`config.mk`:
```
export PLATFORM = sky130hd
export DESIGN_NAME = sync_fifo_param_flat
export DESIGN_NICKNAME = d
export VERILOG_FILES = /design/src/rtl/sync_fifo_param_if.sv /design/src/rtl/sync_fifo_param.sv /design/src/flat_wrapper.sv
export SDC_FILE = /design/constraint.sdc
export NUM_CORES = 1
export LEC_CHECK = 0
export ABC_AREA = 1
export CAP_MARGIN = 20
export CORE_MARGIN = 2
export CORE_UTILIZATION = 55
export CTS_BUF_LIST = sky130_fd_sc_hd__clkbuf_4 sky130_fd_sc_hd__clkbuf_8
export DETAILED_ROUTE_END_ITERATION = 8
export PLACE_DENSITY = 0.74
export SLEW_MARGIN = 20
export SYNTH_ARGS = -nofsm -noshare
export SYNTH_HDL_FRONTEND = slang
export SYNTH_SLANG_ARGS = --single-unit
```
`constraint.sdc`:
```
create_clock -name clk -period 3.4 [get_ports clk]
set_input_delay 0.68 -clock clk [delete_from_list [all_inputs] [get_ports clk]]
set_output_delay 0.68 -clock clk [all_outputs]
set_load 0.05 [all_outputs]
```
`src/rtl/sync_fifo_param_if.sv`:
```
// Producer/consumer bus for sync_fifo_param.
//   master: the producer/consumer side. It drives W_en, W_data and R_en, and it observes
//           data, flags, count and error pulses.
//   slave : the FIFO side.
//   W_en/W_data   write request and data
//   R_en/R_data   read request and data
//   Empty, Full, Almost_empty, Almost_full, Count   occupancy status
//   Overflow, Underflow                             1-cycle rejected-operation pulses
interface sync_fifo_param_if #(
  parameter int unsigned DATA_W = 8,
  parameter int unsigned DEPTH  = 16
);
  localparam int unsigned ADDR_W = $clog2(DEPTH);

  logic              W_en;
  logic [DATA_W-1:0] W_data;
  logic              R_en;
  logic [DATA_W-1:0] R_data;
  logic              Empty;
  logic              Full;
  logic              Almost_empty;
  logic              Almost_full;
  logic [ADDR_W:0]   Count;
  logic              Overflow;
  logic              Underflow;

  modport master (
    output W_en, W_data, R_en,
    input  R_data, Empty, Full, Almost_empty, Almost_full, Count, Overflow, Underflow
  );

  modport slave (
    input  W_en, W_data, R_en,
    output R_data, Empty, Full, Almost_empty, Almost_full, Count, Overflow, Underflow
  );
endinterface

```
`src/rtl/sync_fifo_param.sv`:
```
// Parametrised single-clock FIFO with occupancy count, almost-full/empty flags,
// overflow/underflow pulses and optional first-word-fall-through read.
// Ports:
//   clk  rising-edge clock
//   rst  asynchronous active-high reset; discards all stored data
//   bus  sync_fifo_param_if.slave (write/read handshakes, data, status flags)
module sync_fifo_param #(
  parameter int unsigned DATA_W    = 8,
  parameter int unsigned DEPTH     = 16,
  parameter int unsigned AF_THRESH = 12,
  parameter int unsigned AE_THRESH = 4,
  parameter bit          FWFT      = 1'b0
) (
  input logic               clk,
  input logic               rst,
  sync_fifo_param_if.slave  bus
);
  localparam int unsigned ADDR_W = $clog2(DEPTH);
  localparam logic [ADDR_W:0] DepthCnt = (ADDR_W + 1)'(DEPTH);
  localparam logic [ADDR_W:0] AfCnt    = (ADDR_W + 1)'(AF_THRESH);
  localparam logic [ADDR_W:0] AeCnt    = (ADDR_W + 1)'(AE_THRESH);

  logic [DATA_W-1:0] mem_q [DEPTH];

  // The extra pointer MSB is the wrap bit, which separates the full case from the empty case.
  logic [ADDR_W:0]   wr_ptr_q, wr_ptr_d;
  logic [ADDR_W:0]   rd_ptr_q, rd_ptr_d;
  logic              overflow_q, underflow_q;
  logic [ADDR_W:0]   count;
  logic              empty, full;
  logic              wr_acc, rd_acc;
  logic [ADDR_W-1:0] wr_idx, rd_idx;

  assign count  = wr_ptr_q - rd_ptr_q;
  assign empty  = (count == '0);
  assign full   = (count == DepthCnt);
  assign wr_idx = wr_ptr_q[ADDR_W-1:0];
  assign rd_idx = rd_ptr_q[ADDR_W-1:0];

  // When the FIFO is full, a read on the same edge frees the slot that the write reuses.
  assign rd_acc = bus.R_en & ~empty;
  assign wr_acc = bus.W_en & (~full | rd_acc);

  always_comb begin
    wr_ptr_d = wr_ptr_q;
    rd_ptr_d = rd_ptr_q;
    if (wr_acc) wr_ptr_d = wr_ptr_q + 1'b1;
    if (rd_acc) rd_ptr_d = rd_ptr_q + 1'b1;
  end

  always_ff @(posedge clk or posedge rst) begin
    if (rst) begin
      wr_ptr_q    <= '0;
      rd_ptr_q    <= '0;
      overflow_q  <= 1'b0;
      underflow_q <= 1'b0;
    end else begin
      wr_ptr_q    <= wr_ptr_d;
      rd_ptr_q    <= rd_ptr_d;
      overflow_q  <= bus.W_en & ~wr_acc;
      underflow_q <= bus.R_en & ~rd_acc;
    end
  end

  // Storage is deliberately left unreset.
  always_ff @(posedge clk) begin
    if (wr_acc) mem_q[wr_idx] <= bus.W_data;
  end

  generate
    if (FWFT) begin : g_fwft
      // The head is visible combinationally whenever the FIFO holds data.
      assign bus.R_data = empty ? '0 : mem_q[rd_idx];
    end else begin : g_reg
      logic [DATA_W-1:0] rdata_q;
      always_ff @(posedge clk or posedge rst) begin
        if (rst) begin
          rdata_q <= '0;
        end else if (rd_acc) begin
          rdata_q <= mem_q[rd_idx];
        end
      end
      assign bus.R_data = rdata_q;
    end
  endgenerate

  assign bus.Count        = count;
  assign bus.Empty        = empty;
  assign bus.Full         = full;
  assign bus.Almost_empty = (count <= AeCnt);
  assign bus.Almost_full  = (count >= AfCnt);
  assign bus.Overflow     = overflow_q;
  assign bus.Underflow    = underflow_q;
endmodule

```
`src/flat_wrapper.sv`:
```
// flat-port wrapper written by rule: the top's interface ports become plain ports
module sync_fifo_param_flat 
#(
  parameter int unsigned DATA_W    = 8,
  parameter int unsigned DEPTH     = 16,
  parameter int unsigned AF_THRESH = 12,
  parameter int unsigned AE_THRESH = 4,
  parameter bit          FWFT      = 1'b0
)
  (clk, rst, bus_W_en, bus_W_data, bus_R_en, bus_R_data, bus_Empty, bus_Full, bus_Almost_empty, bus_Almost_full, bus_Count, bus_Overflow, bus_Underflow);
  sync_fifo_param_if #(.DATA_W(DATA_W), .DEPTH(DEPTH)) bus_i ();
  input logic clk;
  input logic rst;
  input wire logic [$bits(bus_i.W_en)-1:0] bus_W_en;
  input wire logic [$bits(bus_i.W_data)-1:0] bus_W_data;
  input wire logic [$bits(bus_i.R_en)-1:0] bus_R_en;
  output wire logic [$bits(bus_i.R_data)-1:0] bus_R_data;
  output wire logic [$bits(bus_i.Empty)-1:0] bus_Empty;
  output wire logic [$bits(bus_i.Full)-1:0] bus_Full;
  output wire logic [$bits(bus_i.Almost_empty)-1:0] bus_Almost_empty;
  output wire logic [$bits(bus_i.Almost_full)-1:0] bus_Almost_full;
  output wire logic [$bits(bus_i.Count)-1:0] bus_Count;
  output wire logic [$bits(bus_i.Overflow)-1:0] bus_Overflow;
  output wire logic [$bits(bus_i.Underflow)-1:0] bus_Underflow;
  assign bus_i.W_en = bus_W_en;
  assign bus_i.W_data = bus_W_data;
  assign bus_i.R_en = bus_R_en;
  assign bus_R_data = bus_i.R_data;
  assign bus_Empty = bus_i.Empty;
  assign bus_Full = bus_i.Full;
  assign bus_Almost_empty = bus_i.Almost_empty;
  assign bus_Almost_full = bus_i.Almost_full;
  assign bus_Count = bus_i.Count;
  assign bus_Overflow = bus_i.Overflow;
  assign bus_Underflow = bus_i.Underflow;
  sync_fifo_param #(.DATA_W(DATA_W), .DEPTH(DEPTH), .AF_THRESH(AF_THRESH), .AE_THRESH(AE_THRESH), .FWFT(FWFT)) u_core (.clk(clk), .rst(rst), .bus(bus_i));
endmodule
```
==> reports/results.tsv <==
metric	value	unit
Register Area	4350	sq um
Slew Limit Fails	0	
share of layout cells above drive strength 1	0.0913	
antenna-violating nets left	0	
CTS tree	yes	
crit path time final	3.26	ns
Tightest Pin Transition	0.865	ns
Root Buffer	clkbuf_8	
RSZ-0062 raised after global routing	false	
Area contributors post-synth	edfxtp_1 (59%), nor2_1 (8.8%), dfrtp_1 (7.7%)	
multi-input logic area	1890	sq um
first-pass GRT wire length	22.7	mm
status	finished, final reports clean	
CP Capture Type	output pin	
cell count after synthesis	608	
slew margin rel.	0.422	
Hold Path Class	register to register	
CTS buffer count	17	
Initial Util	0.564	
gr ovfl total	0	
worst vdd ir	0.820	mV
Synth Net Count	630	
CP max stage cell	dfrtp_1	
area delta synth->final	13.8	%
r2r setup slk	0.26	ns
static leakage	0.00283	uW
gr usage total	0.243	
H-tree Lvls	4	
vias in the first global route	4296	
detailed placement HPWL	9.35	mm
total die area	12600	sq um
first drt pass iteration count	6	
Placed Area	6890	sq um
Finished Cell Area	7360	sq um
Routed Wire Length	14.5	mm
max_cap viols	0	
Core ar.	11500	sq um
Post-Syn Area per Cell	10.6	sq um
Hold Path Sink	u_core.bus.R_data[2]	
Ports	31	
worst path cell trace	inv_1, ha_1, fa_1, nand3b_1, nand2_1, nand2_1, nand2_4, inv_1, nor2_2, buf_12	
Max stage delay on crit path	0.43	ns
die width	112	um
residual DRC count	0	
worst endpoint data arrival time	2.58	ns
min-delay src	u_core.bus.R_data[2]	
crit share post-route	0.959	
reg2reg start	u_core.wr_ptr_q[0]	
#FFs+latches synth	148	
most common cell after layout, fill and taps aside	nor2_1	
initial antenna violation count	0	
WS Path Type	register to output pin	
Cell variety after synth	27	
largest net degree at the start of global routing	69	
post-cts sizing count	0	
Final Hold Viols	0	
Clock Tree Buf Depth	2	
clock sinks	148	
Setup violations, final	0	
post-route setup TNS	0	ns
drt wl/cell	18.3	um
most frequent cells in the layout	nor2_1 (150), edfxtp_1 (128), nand2_1 (123), o21ai_0 (64), nand3_1 (34)	
f_max	0.307	GHz
Vias	4379	
r2r endpoint	u_core.mem_q[10][4]	
post-synth top area share	0.594	
cts hold-fix bufs	0	
Final #Nets	655	
YS warnings	0	
WP data required	2.72	ns
via/cell ratio	5.55	
Worst Skew	0.00555	ns
Iter 0 DRT Violations	358	
largest area contributor in the netlist	edfxtp_1	
Hold Path Cell Cnt	2	
Critical Path Fanout Max	5	
ant diodes	0	
port buffer count	30	
Fillers	870	
clk slew on worst S/H paths	0.08	ns
# Post-CTS Setup Buffers	0	
post-synthesis sequential area ratio	0.671	
Rows	39	
Clock Latency Late Sink	0.45	ns
P per Cell Area	1040	nW/um^2
startpoint type of the worst setup path	register	
Worst R2R Path Depth	9	
Synth Cell Area	6470	sq um
GP Congestion	0.897	
die height	112	um
==> worst max-delay path by stage <==
| stage | startpoint | endpoint | slack, ns | cells past startpoint |
|---|---|---|---|---|
| after global routing | u_core.wr_ptr_q[0] | bus_Full | 0.007 | 10 |
| final | u_core.wr_ptr_q[0] | bus_Full | 0.14 | 10 |
| after floorplan | u_core.wr_ptr_q[0] | bus_Full | 0.31 | 7 |
| after CTS | u_core.wr_ptr_q[0] | bus_Full | 0.09 | 10 |
| after detailed placement | u_core.wr_ptr_q[0] | u_core.mem_q[10][2] | 0.28 | 9 |
| after global placement | u_core.wr_ptr_q[0] | u_core.mem_q[3][1] | 0.40 | 9 |
==> stage by stage <==
stage | std cells | total power [uW] | hold slack, ns | util | worst slack (ns)
2_1_floorplan | 608 | 4930 | 0.463 | - | 0.314
3_3_place_gp | 757 | 6060 | 0.459 | 0.601 | 0.404
3_5_place_dp | 757 | 6120 | 0.462 | 0.601 | 0.275
4_1_cts | 789 | 7650 | 0.480 | 0.641 | 0.0916
5_1_grt | 789 | 8120 | 0.511 | 0.642 | 0.00735
6_report | 789 | 7700 | 0.477 | 0.642 | 0.140
==> flip-flops by register name, summed over array words and instances (netlist names) <==
name                  count
u_core.mem_q            128
u_core.bus.Underflow      1
u_core.wr_ptr_q           5
u_core.bus.Overflow       1
u_core.rd_ptr_q           5
u_core.bus.R_data         8
==> synth_stat cells <==
cell type / count
nor2_1: 151
edfxtp_1: 128
nand2_1: 123
o21ai_0: 64
nand3_1: 34
dfrtp_1: 20
inv_1: 19
buf_2: 14
clkbuf_1: 10
ha_1: 9
clkinv_1: 7
xor2_1: 5
nand2_4: 3
xnor2_1: 3
a21oi_1: 2
buf_4: 2
inv_2: 2
nand2_2: 2
nor2_4: 2
a211oi_1: 1
buf_6: 1
buf_8: 1
fa_1: 1
nand3b_1: 1
nand4_4: 1
nor2_8: 1
xnor2_2: 1
==> metal layers <==
metal / vias up / track usage / part of all wire
met3: 27 / 0.0610 / 0.087
met1: 2076 / 0.330 / 0.42
met5: - / 0 / 0
met2: 199 / 0.381 / 0.47
met4: 0 / 0.0943 / 0.022
li1: 2077 / - / -
==> power by group <==
group | total (uW) | internal, uW | switching, uW
Sequential | 2360 | 2230 | 132
Combinational | 3810 | 1250 | 2560
Clock | 1530 | 889 | 637
==> logic make-up (layout without fill, tap and decap cells) <==
group,count (synthesis),count (layout),synth area share
xor+xnor,9,9,0.0133
simple gates,318,318,0.203
fa+ha+maj,10,10,0.0205
compound gates,67,67,0.0522
buf+inv,56,94,0.0393
flops,148,148,0.671
==> critical path: cells and delay by family, from the launching register on <==
family | cells | cell delay [ns]
fa+ha+maj | 2 | 0.65
simple gates | 5 | 0.69
flops | 1 | 0.43
buf+inv | 3 | 0.36
==> layout make-up <==
| cell class | count | area share |
|---|---|---|
| Clock inverter | 13 | 0.0279 |
| Clock buffer | 19 | 0.0338 |
| Timing Repair Buffer | 34 | 0.0528 |
| Multi-Input combinational cell | 404 | 0.256 |
| Sequential cell | 148 | 0.590 |
| Inverter | 28 | 0.0148 |
| Tap cell | 143 | 0.0243 |
No activity file was read; power rests on OpenSTA's default activity.
